===== src/rtl/ser_arb_pkg.sv =====
// ---------------------------------------------------------------------------
// ser_arb_pkg
// Shared types and default sizes for the serializer arbiter slice.
//   ser_arb_state_t  : arbiter FSM state encoding (IDLE, LOAD, STREAM, ACK)
//   SER_ELEMENT_BITS : default bits per element
//   SER_FEATURES     : default elements per vector
// ---------------------------------------------------------------------------
package ser_arb_pkg;

  localparam int SER_ELEMENT_BITS = 8;
  localparam int SER_FEATURES     = 4;

  typedef enum logic [1:0] {
    IDLE   = 2'd0,
    LOAD   = 2'd1,
    STREAM = 2'd2,
    ACK    = 2'd3
  } ser_arb_state_t;

endpackage


===== src/rtl/rr_arbiter.sv =====
// ---------------------------------------------------------------------------
// rr_arbiter
// Combinational round-robin pick: returns the first asserted request at or
// after ptr, wrapping modulo NUM_REQ. Holds no state; the owner keeps ptr.
// Ports:
//   req       in  NUM_REQ  request levels
//   ptr       in  IW       highest-priority index for this pick
//   gnt_idx   out IW       chosen requester (0 when none)
//   gnt_valid out 1        some request is asserted
// ---------------------------------------------------------------------------
module rr_arbiter #(
  parameter int NUM_REQ = 4,
  parameter int IW      = (NUM_REQ > 1) ? $clog2(NUM_REQ) : 1
) (
  input  logic [NUM_REQ-1:0] req,
  input  logic [IW-1:0]      ptr,
  output logic [IW-1:0]      gnt_idx,
  output logic               gnt_valid
);

  // Walk offsets 0..NUM_REQ-1 from ptr; the first hit wins and later
  // offsets are masked by gnt_valid.
  always_comb begin
    gnt_idx   = '0;
    gnt_valid = 1'b0;
    for (int off = 0; off < NUM_REQ; off++) begin
      for (int j = 0; j < NUM_REQ; j++) begin
        if (!gnt_valid && req[j] && (((int'(ptr) + off) % NUM_REQ) == j)) begin
          gnt_idx   = IW'(j);
          gnt_valid = 1'b1;
        end
      end
    end
  end

endmodule


===== src/rtl/serializer_arbiter.sv =====
// ---------------------------------------------------------------------------
// serializer_arbiter
// Shares one serializer between NUM_REQ vector producers. A round-robin
// winner's vector is latched, handed to the serializer with a one-cycle
// ser_start, the returned element stream is tagged with the owner index, and
// the owner gets a one-cycle ack once its last element has been forwarded.
//
// Optional feature (macro SER_ARB_ERR_CHK_EN): checks that ser_done is high
// exactly with the last element of each vector and low at all other times;
// any violation sets the sticky err output until reset. Without the macro
// err is tied low and ser_done is ignored.
//
// Handshake: req is a level held (with its data slice) until ack; ack is a
// single-cycle pulse at completion. The consumer side has no backpressure:
// out_valid marks a valid out_data element in that cycle.
//
// Ports:
//   clk, reset_n          clock, asynchronous active-low reset
//   req, req_data         request levels and per-requester vectors
//   ack                   completion pulse to the served requester
//   ser_start             start pulse to the serializer
//   ser_parallel_data     vector to the serializer (stable LOAD..ACK)
//   ser_serial_data       element returned by the serializer
//   ser_done              serializer done (last element)
//   out_valid, out_data   forwarded element (out_data is 0 when not valid)
//   out_src, out_last     owner index and last-element marker
//   err                   sticky protocol error
//   state_dbg             current FSM state (ser_arb_state_t encoding)
// ---------------------------------------------------------------------------
module serializer_arbiter
  import ser_arb_pkg::*;
#(
  parameter int NUM_REQ      = 4,
  parameter int ELEMENT_BITS = SER_ELEMENT_BITS,
  parameter int FEATURES     = SER_FEATURES,
  parameter int IW           = (NUM_REQ > 1) ? $clog2(NUM_REQ) : 1,
  parameter int VW           = ELEMENT_BITS * FEATURES
) (
  input  logic                       clk,
  input  logic                       reset_n,
  input  logic [NUM_REQ-1:0]         req,
  input  logic [NUM_REQ*VW-1:0]      req_data,
  output logic [NUM_REQ-1:0]         ack,
  output logic                       ser_start,
  output logic [VW-1:0]              ser_parallel_data,
  input  logic [ELEMENT_BITS-1:0]    ser_serial_data,
  input  logic                       ser_done,
  output logic                       out_valid,
  output logic [ELEMENT_BITS-1:0]    out_data,
  output logic [IW-1:0]              out_src,
  output logic                       out_last,
  output logic                       err,
  output logic [1:0]                 state_dbg
);

  localparam int CW = $clog2(FEATURES + 1);

  ser_arb_state_t    state;
  logic [IW-1:0]     grant;
  logic [IW-1:0]     ptr;
  logic [CW-1:0]     cnt;
  logic [VW-1:0]     par_q;

  logic [IW-1:0]     arb_idx;
  logic              arb_valid;
  logic [VW-1:0]     sel_vec;

  rr_arbiter #(
    .NUM_REQ (NUM_REQ),
    .IW      (IW)
  ) u_rr_arbiter (
    .req       (req),
    .ptr       (ptr),
    .gnt_idx   (arb_idx),
    .gnt_valid (arb_valid)
  );

  // Slice of the winning requester.
  always_comb begin
    sel_vec = '0;
    for (int i = 0; i < NUM_REQ; i++) begin
      if (arb_idx == IW'(i)) sel_vec = req_data[i*VW +: VW];
    end
  end

  always_ff @(posedge clk or negedge reset_n) begin
    if (!reset_n) begin
      state <= IDLE;
      grant <= '0;
      ptr   <= '0;
      cnt   <= '0;
      par_q <= '0;
    end else begin
      case (state)
        IDLE: begin
          if (arb_valid) begin
            grant <= arb_idx;
            par_q <= sel_vec;
            state <= LOAD;
          end
        end
        LOAD: begin
          cnt   <= '0;
          state <= STREAM;
        end
        STREAM: begin
          cnt <= cnt + CW'(1);
          if (cnt == CW'(FEATURES - 1)) state <= ACK;
        end
        ACK: begin
          // The served requester drops to lowest priority for the next pick.
          ptr   <= (grant == IW'(NUM_REQ - 1)) ? '0 : grant + IW'(1);
          state <= IDLE;
        end
        default: state <= IDLE;
      endcase
    end
  end

  // Outputs decode directly from the state/count registers, so they are
  // all zero while reset is held.
  always_comb begin
    ack = '0;
    if (state == ACK) ack[grant] = 1'b1;
  end

  assign ser_start         = (state == LOAD);
  assign ser_parallel_data = par_q;
  assign out_valid         = (state == STREAM);
  assign out_last          = out_valid && (cnt == CW'(FEATURES - 1));
  assign out_data          = out_valid ? ser_serial_data : '0;
  assign out_src           = out_valid ? grant : '0;
  assign state_dbg         = state;

`ifdef SER_ARB_ERR_CHK_EN
  logic err_q;

  // ser_done is expected exactly when the last element is being forwarded.
  always_ff @(posedge clk or negedge reset_n) begin
    if (!reset_n) begin
      err_q <= 1'b0;
    end else if (ser_done != out_last) begin
      err_q <= 1'b1;
    end
  end

  assign err = err_q;
`else
  logic unused_ser_done;

  assign unused_ser_done = ser_done;
  assign err             = 1'b0;
`endif

endmodule


===== config.mk =====
export PLATFORM = sky130hd
export DESIGN_NAME = serializer_arbiter
export DESIGN_NICKNAME = d
export VERILOG_FILES = /design/src/rtl/ser_arb_pkg.sv /design/src/rtl/rr_arbiter.sv /design/src/rtl/serializer_arbiter.sv
export SDC_FILE = /design/constraint.sdc
export NUM_CORES = 1
export LEC_CHECK = 0
export ABC_AREA = 1
export CORE_MARGIN = 2
export CORE_UTILIZATION = 40
export DETAILED_ROUTE_END_ITERATION = 6
export DONT_BUFFER_PORTS = 1
export PLACE_DENSITY = 0.62
export SYNTH_ARGS = -nofsm -noshare
export SYNTH_HDL_FRONTEND = slang
export SYNTH_SLANG_ARGS = --single-unit
export TNS_END_PERCENT = 5

===== constraint.sdc =====
create_clock -name clk -period 2.1 [get_ports clk]
set_clock_uncertainty 0.1 [all_clocks]
set_input_delay 0.63 -clock clk [delete_from_list [all_inputs] [get_ports clk]]
set_output_delay 0.63 -clock clk [all_outputs]
set_load 0.02 [all_outputs]

==> run_results.csv <==
group,metric,value,unit
global_routing,first_global_vias,3208,
drt,wire_per_inst,18.72,um
final_layout,final_cell_mix,"nor2_1, nand4_1, nand3_1, nand2_1, dfrtp_1",
run_status,outcome,"finished with violations",
die,coreArea,8175,um^2
setup_path,worst-endpoint-arrival,2510,ps
final_layout,final_common_cell,"nor2_1",
timing,maxSlewViolCount,0,
synth,syn_area,3373,um^2
setup_path,cp.required,2190,ps
clock_tree,cts_buffer_depth,2,
drt,finalWirelength,11550,um
place,portBuffers,0,
clock_tree,cts_root_buffer,"clkbuf_8",
global_routing,antenna_found_initial,0,
global_routing,grtUsageTotal,0.2246,
drt,vias_per_cell,5.943,
setup_path,reg2reg_slack,-320,ps
drt,drtPass1Iterations,4,
global_routing,grt_pass1_wl,16010,um
clock_tree,clk_pin_slew,80,ps
die,boundaryPins,195,
job,max-cap-violations,0,
synth,syn_nets,661,
die,die-area,9183,um^2
setup_path,cp_max_fo,34,
place,gp_congestion,0.8136,
timing,fin_ws,-323.1,ps
drt,final_antenna_net_count,0,
global_routing,grt.overflow.total,0,
drt,drtIter0Drc,259,
setup_path,r2r_start,"ptr[1]",
synth,yosys_warnings,0,
setup_path,reg2reg_to,"ser_parallel_data[25]",
setup_path,crit_top_cell,"nand4_4",
hold_path,hold_path_class,"in2async",
place,dpl-instance-area,3633,um^2
synth,syn_inst,507,
final_layout,drive_above_1_share,0.1895,
clock_tree,cts_sinks,41,
synth,synth-seq-cells,41,
synth,ys_seq_area_frac,0.3042,
setup_path,end_kind,"flop",
pwr,ir_drop,1001,uV
die,die_w,95.83,um
setup_path,cp_slowest_stage_delay,480,ps
final_layout,final_area,4189,um^2
clock_tree,cts-buffers-inserted,5,
setup_path,reg2regPathDepth,15,
final_layout,layout.nets,665,
drt,vias,3667,
pwr,pwr_density_cell,2183,nW/um^2
clock_tree,clk_latency,290,ps
final_layout,insertedDiodeCount,0,
setup_path,worstPathCellList,"inv_2 > nand3_2 > nand2_2 > nor2_4 > nand4_4 > nor2_4 > nand4_4 > nor3_4 > nand4_4 > buf_12 > buf_12 > nand4_1 > nand3_1 > nor2_1 > nor2_1",
timing,hold_viol_final,0,
setup_path,start_kind,"flop",
clock_tree,cts_max_level,2,
pwr,power,9.144,mW
run_status,violations,"setup timing",
global_routing,grt_max_degree,51,
synth,yosysUniqueCellTypes,25,
timing,fin_crit_sh,1.154,
timing,rsz0062_at_grt,"yes",
drt,drt_drc_violations_left,0,
setup_path,path_class,"reg2reg",
timing,post-route-min-period,2423,ps
die,rows,33,
die,die_y,95.83,um
timing,setup_viol,36,
clock_tree,cts_tree,"done",
setup_path,crit_family,"simple AND/OR/NAND/NOR gates",
setup_path,crit_buf_inv,3,
place,hpwl,7361,um
die,start_util,0.4126,
final_layout,areaGrowthSynthToFinish,24.18,%
pwr,p_leak,1.871,nW
synth,syn_avg_cell_area,6.653,um^2
timing,max_freq,412.7,MHz
setup_path,cpMaxStageDelayCell,"dfrtp_2",
[stage by stage]
step | util | hold slack, ps | setup slack [ps] | TNS, ps | cells
floorplan | - | 234.4 | -283.3 | -10390 | 507
global placement | 0.4444 | 235.5 | -461.5 | -14160 | 596
detailed placement | 0.4444 | 235.4 | -511.8 | -15820 | 596
CTS | 0.4868 | 66.93 | -312.0 | -8767 | 609
global route | 0.5124 | 64.23 | -506.3 | -15720 | 617
finish | 0.5124 | 67.69 | -323.1 | -9358 | 617
[worst max-delay path by stage]
| stage | from | end | slack (ps) | cells after the start |
|---|---|---|---|---|
| detailed placement | req[3] | ser_parallel_data[30] | -510 | 16 |
| CTS | ptr[0] | ser_parallel_data[25] | -310 | 15 |
| floorplan | req[3] | ser_parallel_data[10] | -280 | 16 |
| global route | ptr[1] | ser_parallel_data[25] | -510 | 15 |
| finish | ptr[1] | ser_parallel_data[25] | -320 | 15 |
| global placement | req[3] | ser_parallel_data[30] | -460 | 16 |
[logic make-up after synthesis]
| group | synth area share |
|---|---|
| AOI/OAI and AO/OA | 0.01780 |
| adders and majority gates | 0.04080 |
| buffers and inverters | 0.1139 |
| DFF | 0.3042 |
| other | 0.001112 |
| and+or+nand+nor | 0.5223 |
[report_power, final]
group	internal, mW	switching [mW]
sequential	1.21	0.737
clock	0.297	0.276
combinational	2.82	3.81
[sequential cells by signal (all words and copies together), names as in the netlist]
name,flops
cnt,3
grant,2
state_dbg,2
ser_parallel_data,32
ptr,2
[worst register-to-register path: stages (launching register included)]
cell	delay, ps
dfrtp_2	480
inv_2	60
nand3_2	70
nand2_2	70
nor2_4	150
nand4_4	120
nor2_4	120
nand4_4	130
nor3_4	190
nand4_4	110
buf_12	180
buf_12	170
nand4_1	140
nand3_1	80
nor2_1	90
nor2_1	50
[layout make-up]
| cell class | count | area, um^2 |
|---|---|---|
| Fill cell | 797 | 3986 |
| Multi-Input combinational cell | 385 | 2093 |
| Sequential cell | 41 | 1028 |
| Timing Repair Buffer | 43 | 693.2 |
| Inverter | 35 | 141.4 |
| Tap cell | 105 | 131.4 |
| Clock buffer | 7 | 96.34 |
| Clock inverter | 1 | 5.005 |
[cells in the mapped netlist]
library cell | n | area, um^2
nand2_1 | 70 | 262.8
nor2_2 | 2 | 12.51
o21ai_0 | 5 | 25.02
o21ai_1 | 3 | 15.01
nand4_2 | 2 | 25.02
buf_2 | 31 | 155.2
and2_1 | 1 | 6.260
ha_1 | 11 | 137.6
buf_4 | 5 | 37.54
o22ai_1 | 2 | 12.51
nand2_2 | 3 | 18.77
nor2_1 | 109 | 409.1
nor3_1 | 2 | 10.01
buf_1 | 2 | 7.510
dfrtp_1 | 41 | 1026
nor3_4 | 1 | 16.27
o21bai_1 | 1 | 7.510
nand4_1 | 99 | 619.3
conb_1 | 1 | 3.750
inv_1 | 33 | 123.9
clkbuf_1 | 5 | 18.77
nand3_1 | 72 | 360.4
inv_2 | 2 | 7.510
nand4_4 | 1 | 21.27
buf_6 | 3 | 33.78
[timing repair]
item                       4_1_cts  5_1_grt
gates resized for setup         34       25
hold buffers                     1        0
setup endpoints to repair       40       48
cloned                           3        6
pin swaps                        4       23
buffers inserted                 1        3
hold endpoints to repair        41        0
[per-layer routing]
metal / track usage / part of all wire / vias up
met4: 0.04405 / 0.010 / 0
met2: 0.4097 / 0.50 / 178
li1: - / - / 1754
met1: 0.2776 / 0.42 / 1729
met3: 0.03915 / 0.078 / 6
met5: 0 / 0 / -
No activity file was read; power rests on OpenSTA's default activity.
